`src/rtl/multi_debouncer.sv`:
```
// N-channel switch debouncer: 2-flop synchroniser, stability counter, debounced state and registered up/down pulses.
// Optional long-press detector is built when LONG_PRESS_EN is defined; otherwise long_press is constant 0.
module multi_debouncer #(
  parameter int                  CHANNELS        = 4,
  parameter int                  DEBOUNCE_CYCLES = 131072,
  parameter int                  CNT_W           = $clog2(DEBOUNCE_CYCLES),
  parameter logic [CHANNELS-1:0] INIT_STATE      = {CHANNELS{1'b0}},
  parameter int                  LONG_CYCLES     = 8388608
) (
  input  logic                CLK,
  input  logic                RST_N,
  input  logic [CHANNELS-1:0] switch_input,
  input  logic [CHANNELS-1:0] ch_enable,
  output logic [CHANNELS-1:0] state,
  output logic [CHANNELS-1:0] trans_up,
  output logic [CHANNELS-1:0] trans_dn,
  output logic                any_event,
  output logic [CHANNELS-1:0] long_press
);

  localparam logic [CNT_W-1:0] CNT_LAST = CNT_W'(DEBOUNCE_CYCLES - 1);

  logic [CHANNELS-1:0] sync_0;
  logic [CHANNELS-1:0] sync_1;
  logic [CHANNELS-1:0] toggle;
  logic [CNT_W-1:0]    cnt [CHANNELS];

  always_comb begin
    toggle = '0;
    for (int i = 0; i < CHANNELS; i++) begin
      toggle[i] = ch_enable[i] && (sync_1[i] != state[i]) && (cnt[i] == CNT_LAST);
    end
  end

  // Synchroniser, stability counters, state and transition pulses
  always_ff @(posedge CLK or negedge RST_N) begin
    if (!RST_N) begin
      sync_0    <= INIT_STATE;
      sync_1    <= INIT_STATE;
      state     <= INIT_STATE;
      trans_up  <= '0;
      trans_dn  <= '0;
      any_event <= 1'b0;
      for (int i = 0; i < CHANNELS; i++) begin
        cnt[i] <= '0;
      end
    end else begin
      sync_0    <= switch_input;
      sync_1    <= sync_0;
      state     <= state ^ toggle;
      trans_up  <= toggle & ~state;
      trans_dn  <= toggle & state;
      any_event <= |toggle;
      for (int i = 0; i < CHANNELS; i++) begin
        if (!ch_enable[i] || (sync_1[i] == state[i]) || (cnt[i] == CNT_LAST)) begin
          cnt[i] <= '0;
        end else begin
          cnt[i] <= cnt[i] + 1'b1;
        end
      end
    end
  end

`ifdef LONG_PRESS_EN
  localparam int                HOLD_W    = (LONG_CYCLES > 1) ? $clog2(LONG_CYCLES) : 1;
  localparam logic [HOLD_W-1:0] HOLD_LAST = HOLD_W'(LONG_CYCLES - 1);

  logic [HOLD_W-1:0]   hold [CHANNELS];
  logic [CHANNELS-1:0] fired;

  // Hold counters: saturate at HOLD_LAST, fire once per press, re-arm when released or disabled
  always_ff @(posedge CLK or negedge RST_N) begin
    if (!RST_N) begin
      fired      <= '0;
      long_press <= '0;
      for (int i = 0; i < CHANNELS; i++) begin
        hold[i] <= '0;
      end
    end else begin
      for (int i = 0; i < CHANNELS; i++) begin
        long_press[i] <= 1'b0;
        if (!state[i] || !ch_enable[i]) begin
          hold[i]  <= '0;
          fired[i] <= 1'b0;
        end else if (hold[i] != HOLD_LAST) begin
          hold[i] <= hold[i] + 1'b1;
        end else if (!fired[i]) begin
          long_press[i] <= 1'b1;
          fired[i]      <= 1'b1;
        end
      end
    end
  end
`else
  // No detector in this build: the expression is constant 0 for any legal LONG_CYCLES
  assign long_press = {CHANNELS{LONG_CYCLES < 0}};
`endif

endmodule

```
`config.mk`:
```
export PLATFORM = sky130hd
export DESIGN_NAME = multi_debouncer
export DESIGN_NICKNAME = d
export VERILOG_FILES = /design/src/rtl/multi_debouncer.sv
export SDC_FILE = /design/constraint.sdc
export NUM_CORES = 1
export LEC_CHECK = 0
export CORE_ASPECT_RATIO = 0.75
export CORE_MARGIN = 2
export CORE_UTILIZATION = 35
export CTS_BUF_LIST = sky130_fd_sc_hd__clkbuf_16
export DETAILED_ROUTE_END_ITERATION = 8
export DONT_BUFFER_PORTS = 1
export PLACE_DENSITY = 0.56
export SLEW_MARGIN = 15
export SYNTH_ARGS = -nofsm -noshare
export SYNTH_HDL_FRONTEND = slang
export SYNTH_SLANG_ARGS = --single-unit
```
`constraint.sdc`:
```
create_clock -name CLK -period 3.2 [get_ports CLK]
set_clock_uncertainty 0.1 [all_clocks]
set_input_delay 0.64 -clock CLK [delete_from_list [all_inputs] [get_ports CLK]]
set_output_delay 0.64 -clock CLK [all_outputs]
set_load 0.01 [all_outputs]
```
==> impl_results.md, run 1 <==
* DP Area at 4284 um2
* Clock buffer depth at 2
* Sequential area share after synthesis at 54.30%
* Gates resized, CTS repair at 0
* # fillers at around 1100
* Setup TNS at 0 ps
* Via count at 2555
* GRT Total Usage at 12.47%
* Routed Antenna Nets at 0
* Core area at approximately 12000 um2
* Clock Sinks at 89
* Routed len/inst at 12.34 um
* Seq cells post-synth at 89
* H-tree depth reported by CTS at 3
* Final min period at roughly 2600 ps
* Starting Density at 35.58%
* Crit path kind: flip-flop to flip-flop
* Initial DRC Count at approximately 130
* Vias per cell at 4.554
* Crit path launch type: flip-flop
* Synth area leader: dfrtp_1
* Largest net degree at the start of global routing at 90
* Achievable Freq at 0.3808 GHz
* Max-slew headroom at 51.74%
* Xor/xnor share of the synthesized area at 11.96%
* Post-CTS Setup Inserts at 0
* Critical path data arrival time at 2720 ps
* Static Leak at 1.910 nW
* Top cells by area, synth: dfrtp_1 54%, xnor2_1 9.2%, nor2_1 6.9%
* Vias in the first global route at about 2500
* Row Count at 34
* Worst Path Max Fanout at 17
* Synth Cell Area at 4101 um2
* Syn avg cell area at 10.65 um2
* Peak supply drop at 0.2659 mV
* Final Wtd Congestion at 0.7546
* Die Area at 12610 um2
* Max cap viols at 0
* Setup-failing EPs final at 0
* Mux share of post-synthesis cell area at 0%
* Required time of the critical path at around 3300 ps
* Detail Placement HPWL at 4682 um
* I/O pin cnt at 27
* Count of final hold-check violations at 0
* Root buffer cell: clkbuf_16
* Pre-Repair DR Iteration Count at 4
* Part of the cycle the worst path needs at 82.07%
* Synth-to-layout area growth at 12.90%
* Clk slew on worst S/H paths at roughly 60 ps
* Drc violations at 0
* Simple logic cell fraction of the synthesized area at approximately a quarter
* Yosys warns at 0
* CTS tree: done
* Die H at between 90 and 100 um
* Die width at 129 um
* Power per cell area at 499.8 nW/um2
* Synth Area in Compound Gates at 1.281%
* Status: complete, no violations
* Design area at 4631 um2
* Overflow after GRT at 0
* WL final at 6924 um
* Antenna violations before repair at 0
* Global-route wire length before repair at between 10000 and 15000 um
* Synth Area in Adders at 4.881%
* CTS Buf Count at 9
* CTS Hold Bufs at 1
* Insertion delay to the later sink of the worst-skew pair at 340 ps
* Worst min-delay path category: input port to async pin
* Final Slew Violations at 0
* Synth cell types at 33
* Layout cells sized above 1 at 10.28%
* Seq. cell area at around 2200 um2
* Crit. End Element: flip-flop
* RSZ-0062 raised after global routing: false
* Multi-input logic area at 1723 um2
* Largest family of logic cells by synthesized area: simple AND/OR/NAND/NOR gates
* Port buffer count at 0
* Nets at 420
* Area share of the largest cell type after synthesis at 54.30%
* Diode count at 0
* Worst Tran Pin Value at roughly 720 ps
* Synthesized instance count at 385
==> cell families (layout without fill, tap and decap cells) <==
group	after synthesis	count (layout)
AND/OR/NAND/NOR	176	176
flip-flops	89	89
XOR/XNOR	56	56
buffers and inverters	39	50
adder cells (fa/ha/maj)	16	16
AO/OA/AOI/OAI	8	8
other	1	4
==> flip-flops by register name, indices dropped and copies added, names as in the netlist <==
signal,cells
any_event,1
cnt,68
sync_0,4
sync_1,4
trans_dn,4
trans_up,4
state,4
==> area by class of cell <==
type,count,area share (%)
Inverter,31,2.513
Clock buffer,9,4.864
Multi-Input combinational cell,260,37.21
Timing Repair Buffer,3,0.9187
Clock inverter,7,2.026
Tap cell,162,4.377
Sequential cell,89,48.10
==> routing by layer <==
metal	GRT usage (%)	vias up	part of all wire, %
li1	-	1280	-
met1	17.54	1240	51
met2	17.83	26	44
met3	4.658	9	3.6
met4	4.013	0	1.4
met5	0	-	0
==> worst max-delay path: stages (launching register included) <==
cell and delay, ps:
dfrtp_1 450, ha_1 260, nand4_2 200, or3_4 420, nor3_1 200, ha_1 180, nand3b_1 540, nor2_1 120
==> synth_stat cells <==
cell type / number
or4_1: 1
ha_1: 16
clkbuf_1: 3
buf_2: 1
a31o_1: 1
or3_4: 1
o21ai_0: 2
nor3_2: 1
nand4_1: 11
a211oi_1: 2
nand4_2: 5
nand3b_1: 4
or3_1: 2
and3_1: 7
nor2_2: 3
nor4b_1: 1
nand3_2: 1
a31o_2: 1
nor4_2: 10
xnor2_1: 43
a21oi_1: 2
buf_4: 4
nand2_1: 15
and4_1: 1
inv_1: 31
nand3_1: 19
xor2_1: 13
dfrtp_1: 89
nor3_1: 16
nor4_1: 2
nor2_1: 75
nand4_4: 1
conb_1: 1
==> worst paths after layout <==
| path | start | end | slack [ps] | cells past startpoint |
|---|---|---|---|---|
| worst max-delay path | cnt[51] | cnt[59] | 570 | 7 |
| max in group asynchronous | RST_N | sync_1[2] | 2560 | 1 |
| worst min register to register | sync_0[0] | sync_1[0] | 250 | 0 |
| worst max register to register | cnt[51] | cnt[59] | 570 | 7 |
| min in group CLK | switch_input[3] | sync_0[3] | 230 | 0 |
| worst min-delay path | RST_N | trans_dn[0] | 100 | 1 |
==> power breakdown <==
part,switching [mW],leakage (nW),internal (mW)
logic,0.0416,0.557,0.0109
clock network,0.435,0.153,0.684
registers,0.00805,1.20,1.13
total,0.485,1.91,1.83
==> through the flow <==
step                util, %  worst slack (ps)  total power, mW  cells  hold slack (ps)
finish                40.17             573.9            2.314    561            99.16
global route          40.17             376.4            2.426    561            126.5
CTS                   40.17             527.3            2.358    561            128.4
detailed placement    37.16             555.7            1.193    544            236.4
global placement      37.16             632.9            1.192    544            237.0
floorplan                 -             903.1            1.188    388            231.2
==> cell usage in the layout, fill, tap and decap left out, types with 3 or more instances in the layout <==
cell type / Yosys / final
clkbuf_16: 0 / 9
ha_1: 16 / 16
nor2_1: 75 / 75
nand3_1: 19 / 19
nand2_1: 15 / 15
nand3b_1: 4 / 4
conb_1: 1 / 4
and3_1: 7 / 7
dfrtp_1: 89 / 89
nor2_2: 3 / 3
nor4_2: 10 / 10
nand4_1: 11 / 11
nand4_2: 5 / 5
inv_1: 31 / 31
nor3_1: 16 / 16
xnor2_1: 43 / 43
xor2_1: 13 / 13
Power figures use the tool's default switching activity.
==> run 2, diff against run 1 <==
==> constraint.sdc (replaced) <==
create_clock -name CLK -period 2.7 [get_ports CLK]
set_clock_uncertainty 0.1 [all_clocks]
set_input_delay 0.54 -clock CLK [delete_from_list [all_inputs] [get_ports CLK]]
set_output_delay 0.54 -clock CLK [all_outputs]
set_load 0.01 [all_outputs]
==> run 2 against run 1 <==
The run now ends with negative hold slack left; setup slack lost 270 ps; worst hold slack lost 300 ps; clock-buffer cell count is the same; critical endpoint is now cnt[60].
==> impl_results.md, run 2 (synthesis results as in run 1) <==
* Status: finished with violations
* Failing checks: negative hold slack
* Routed len/inst at 12.54 um (+1.6%)
* Root buffer cell: clkbuf_16
* Drc violations at 0 (unchanged)
* Crit path launch type: flip-flop
* Required time of the critical path at 2810 ps (-480 ps)
* Final Slew Violations at 0 (unchanged)
* Initial DRC Count at 151 (+15%)
* Post-CTS Setup Inserts at 0 (unchanged)
* Overflow after GRT at 0 (unchanged)
* Most frequent cells in the layout: 89 x dfrtp_1, 75 x nor2_1, 43 x xnor2_1
* Insertion delay to the later sink of the worst-skew pair at 330 ps (about the same)
* Part of the cycle the worst path needs at 88.62% (+6.6 points)
* Via count at 2572 (+0.67%)
* Die width at 129 um (unchanged)
* Port buffer count at 0 (unchanged)
* Detail Placement HPWL at 4836 um (+3.3%)
* Setup TNS at 0 ps (unchanged)
* Worst min-delay path category: input port to async pin
* Vias per cell at 4.568 (+0.31%)
* Setup Slack @ Placement at 297.2 ps (-258.5 ps)
* CTS Buf Count at 9 (unchanged)
* Core area at 11530 um2 (unchanged)
* H-tree depth reported by CTS at 3 (unchanged)
* Antenna violations before repair at 0 (unchanged)
* Static Leak at 1.907 nW (-0.17%)
* Die Area at 12610 um2 (unchanged)
* Vias in the first global route at 2607 (+3.8%)
* Layout cells sized above 1 at 10.22% (-0.051 points)
* # fillers at 1128 (+0.45%)
* Crit path kind: flip-flop to flip-flop
* Starting Density at 35.58% (unchanged)
* Hold_ws at -200.3 ps (-299.5 ps)
* Final Wtd Congestion at 0.7326 (-2.9%)
* Reg2Reg Setup Slack at 310 ps (-270 ps)
* Largest net degree at the start of global routing at 90 (unchanged)
* I/O pin cnt at 27 (unchanged)
* Max cap viols at 0 (unchanged)
* GRT Total Usage at 12.66% (+0.19 points)
* Critical path data arrival time at 2510 ps (-210 ps)
* Clock buffer depth at 2 (unchanged)
* Synth-to-layout area growth at 12.05%
* Gates resized, CTS repair at 0 (unchanged)
* WL final at 7059 um (+1.9%)
* Crit. End Element: flip-flop
* Routed Antenna Nets at 0 (unchanged)
* Nets at 422 (+0.48%)
* Peak supply drop at 0.3347 mV (+26%)
* Die H at 97.75 um (unchanged)
* Row Count at 34 (unchanged)
* Power per cell area at 567.6 nW/um2 (+14%)
* Setup-failing EPs final at 0 (unchanged)
* Worst Path Max Fanout at 16 (-1)
* Final min period at 2393 ps (-233.3 ps)
* Count of final hold-check violations at 89 (+89)
* Largest register by flop count: cnt
* RSZ-0062 raised after global routing: false
* Layout Utilization at 39.86% (-0.30 points)
* Global-route wire length before repair at 12680 um (+3.1%)
* Setup WS post-layout at 307.2 ps (-266.7 ps)
* Pre-Repair DR Iteration Count at 4 (unchanged)
* Diode count at 0 (unchanged)
* Clock Sinks at 89 (unchanged)
* Max FFs per register at 68 (unchanged)
* Clk slew on worst S/H paths at 60 ps (about the same)
* Achievable Freq at 0.4179 GHz (+9.8%)
* Commonest non-fill, non-tap cell in the layout: dfrtp_1
* CTS tree: done
-- run 2: cell types whose count changed in the layout (fill, tap and decap cells not counted), sizes merged --
cell,before,now
buf,3,5
bufinv,2,1
clkinv,3,4
clkinvlp,1,0
inv,32,33
-- run 2: report_power, final --
part	internal [mW]	switching, mW	leakage, nW
sequential	1.35	0.00969	1.20
clock	0.709	0.508	0.149
combinational	0.0115	0.0259	0.557
total	2.07	0.543	1.91
-- run 2: critical path: stages (launching register included) --
cell and delay (ps):
dfrtp_1 460, ha_1 250, nand4_2 180, or3_4 420, nor3_1 230, ha_1 190
nand3b_1 130, buf_4 230, nor2_1 70
-- run 2: cell type report --
type | instances | area, um2 | area share [%]
flip-flops and latches | 89 | 2227 | 48.46
multi-input cells | 260 | 1723 | 37.49
clock buffers | 9 | 225.2 | 4.901
well taps | 162 | 202.7 | 4.411
inverters | 31 | 116.4 | 2.532
clock inverters | 7 | 63.81 | 1.389
repair buffers | 5 | 37.54 | 0.8168
-- run 2: routing by layer --
metal	wire (um)	global-route usage, %	share of wire, %	up-vias
li1	-	-	-	1283
met1	3619	17.40	51	1258
met2	3137	19.17	44	24
met3	234	3.945	3.3	7
met4	67	4.013	0.95	0
met5	0	0	0	-
-- run 2: per-stage QoR --
stage,cell area (um2),hold slack (ps),total power [mW],instances
2_1_floorplan,4113,144.4,1.408,388
3_3_place_gp,4307,147.6,1.417,547
3_5_place_dp,4307,147.7,1.417,547
4_1_cts,4596,-218.8,2.647,563
5_1_grt,4596,-228.6,2.720,563
6_report,4596,-200.3,2.609,563
-- run 2: worst paths after layout --
check | start | to | cells past startpoint
worst max-delay path | cnt[51] | cnt[60] | 8
worst min-delay path | RST_N | cnt[52] | 0
worst max register to register | cnt[51] | cnt[60] | 8
worst min register to register | sync_0[2] | sync_1[2] | 0
max in group asynchronous | RST_N | cnt[38] | 0
min in group CLK | switch_input[0] | sync_0[0] | 0
==> run 3, diff against run 2 <==
--- a/config.mk
+++ b/config.mk
@@ -16,3 +16,4 @@
 export SYNTH_ARGS = -nofsm -noshare
 export SYNTH_HDL_FRONTEND = slang
 export SYNTH_SLANG_ARGS = --single-unit
+export TNS_END_PERCENT = 10
==> results of run 3 <==
Final layout, timing and power as in run 2 (identical DEF).
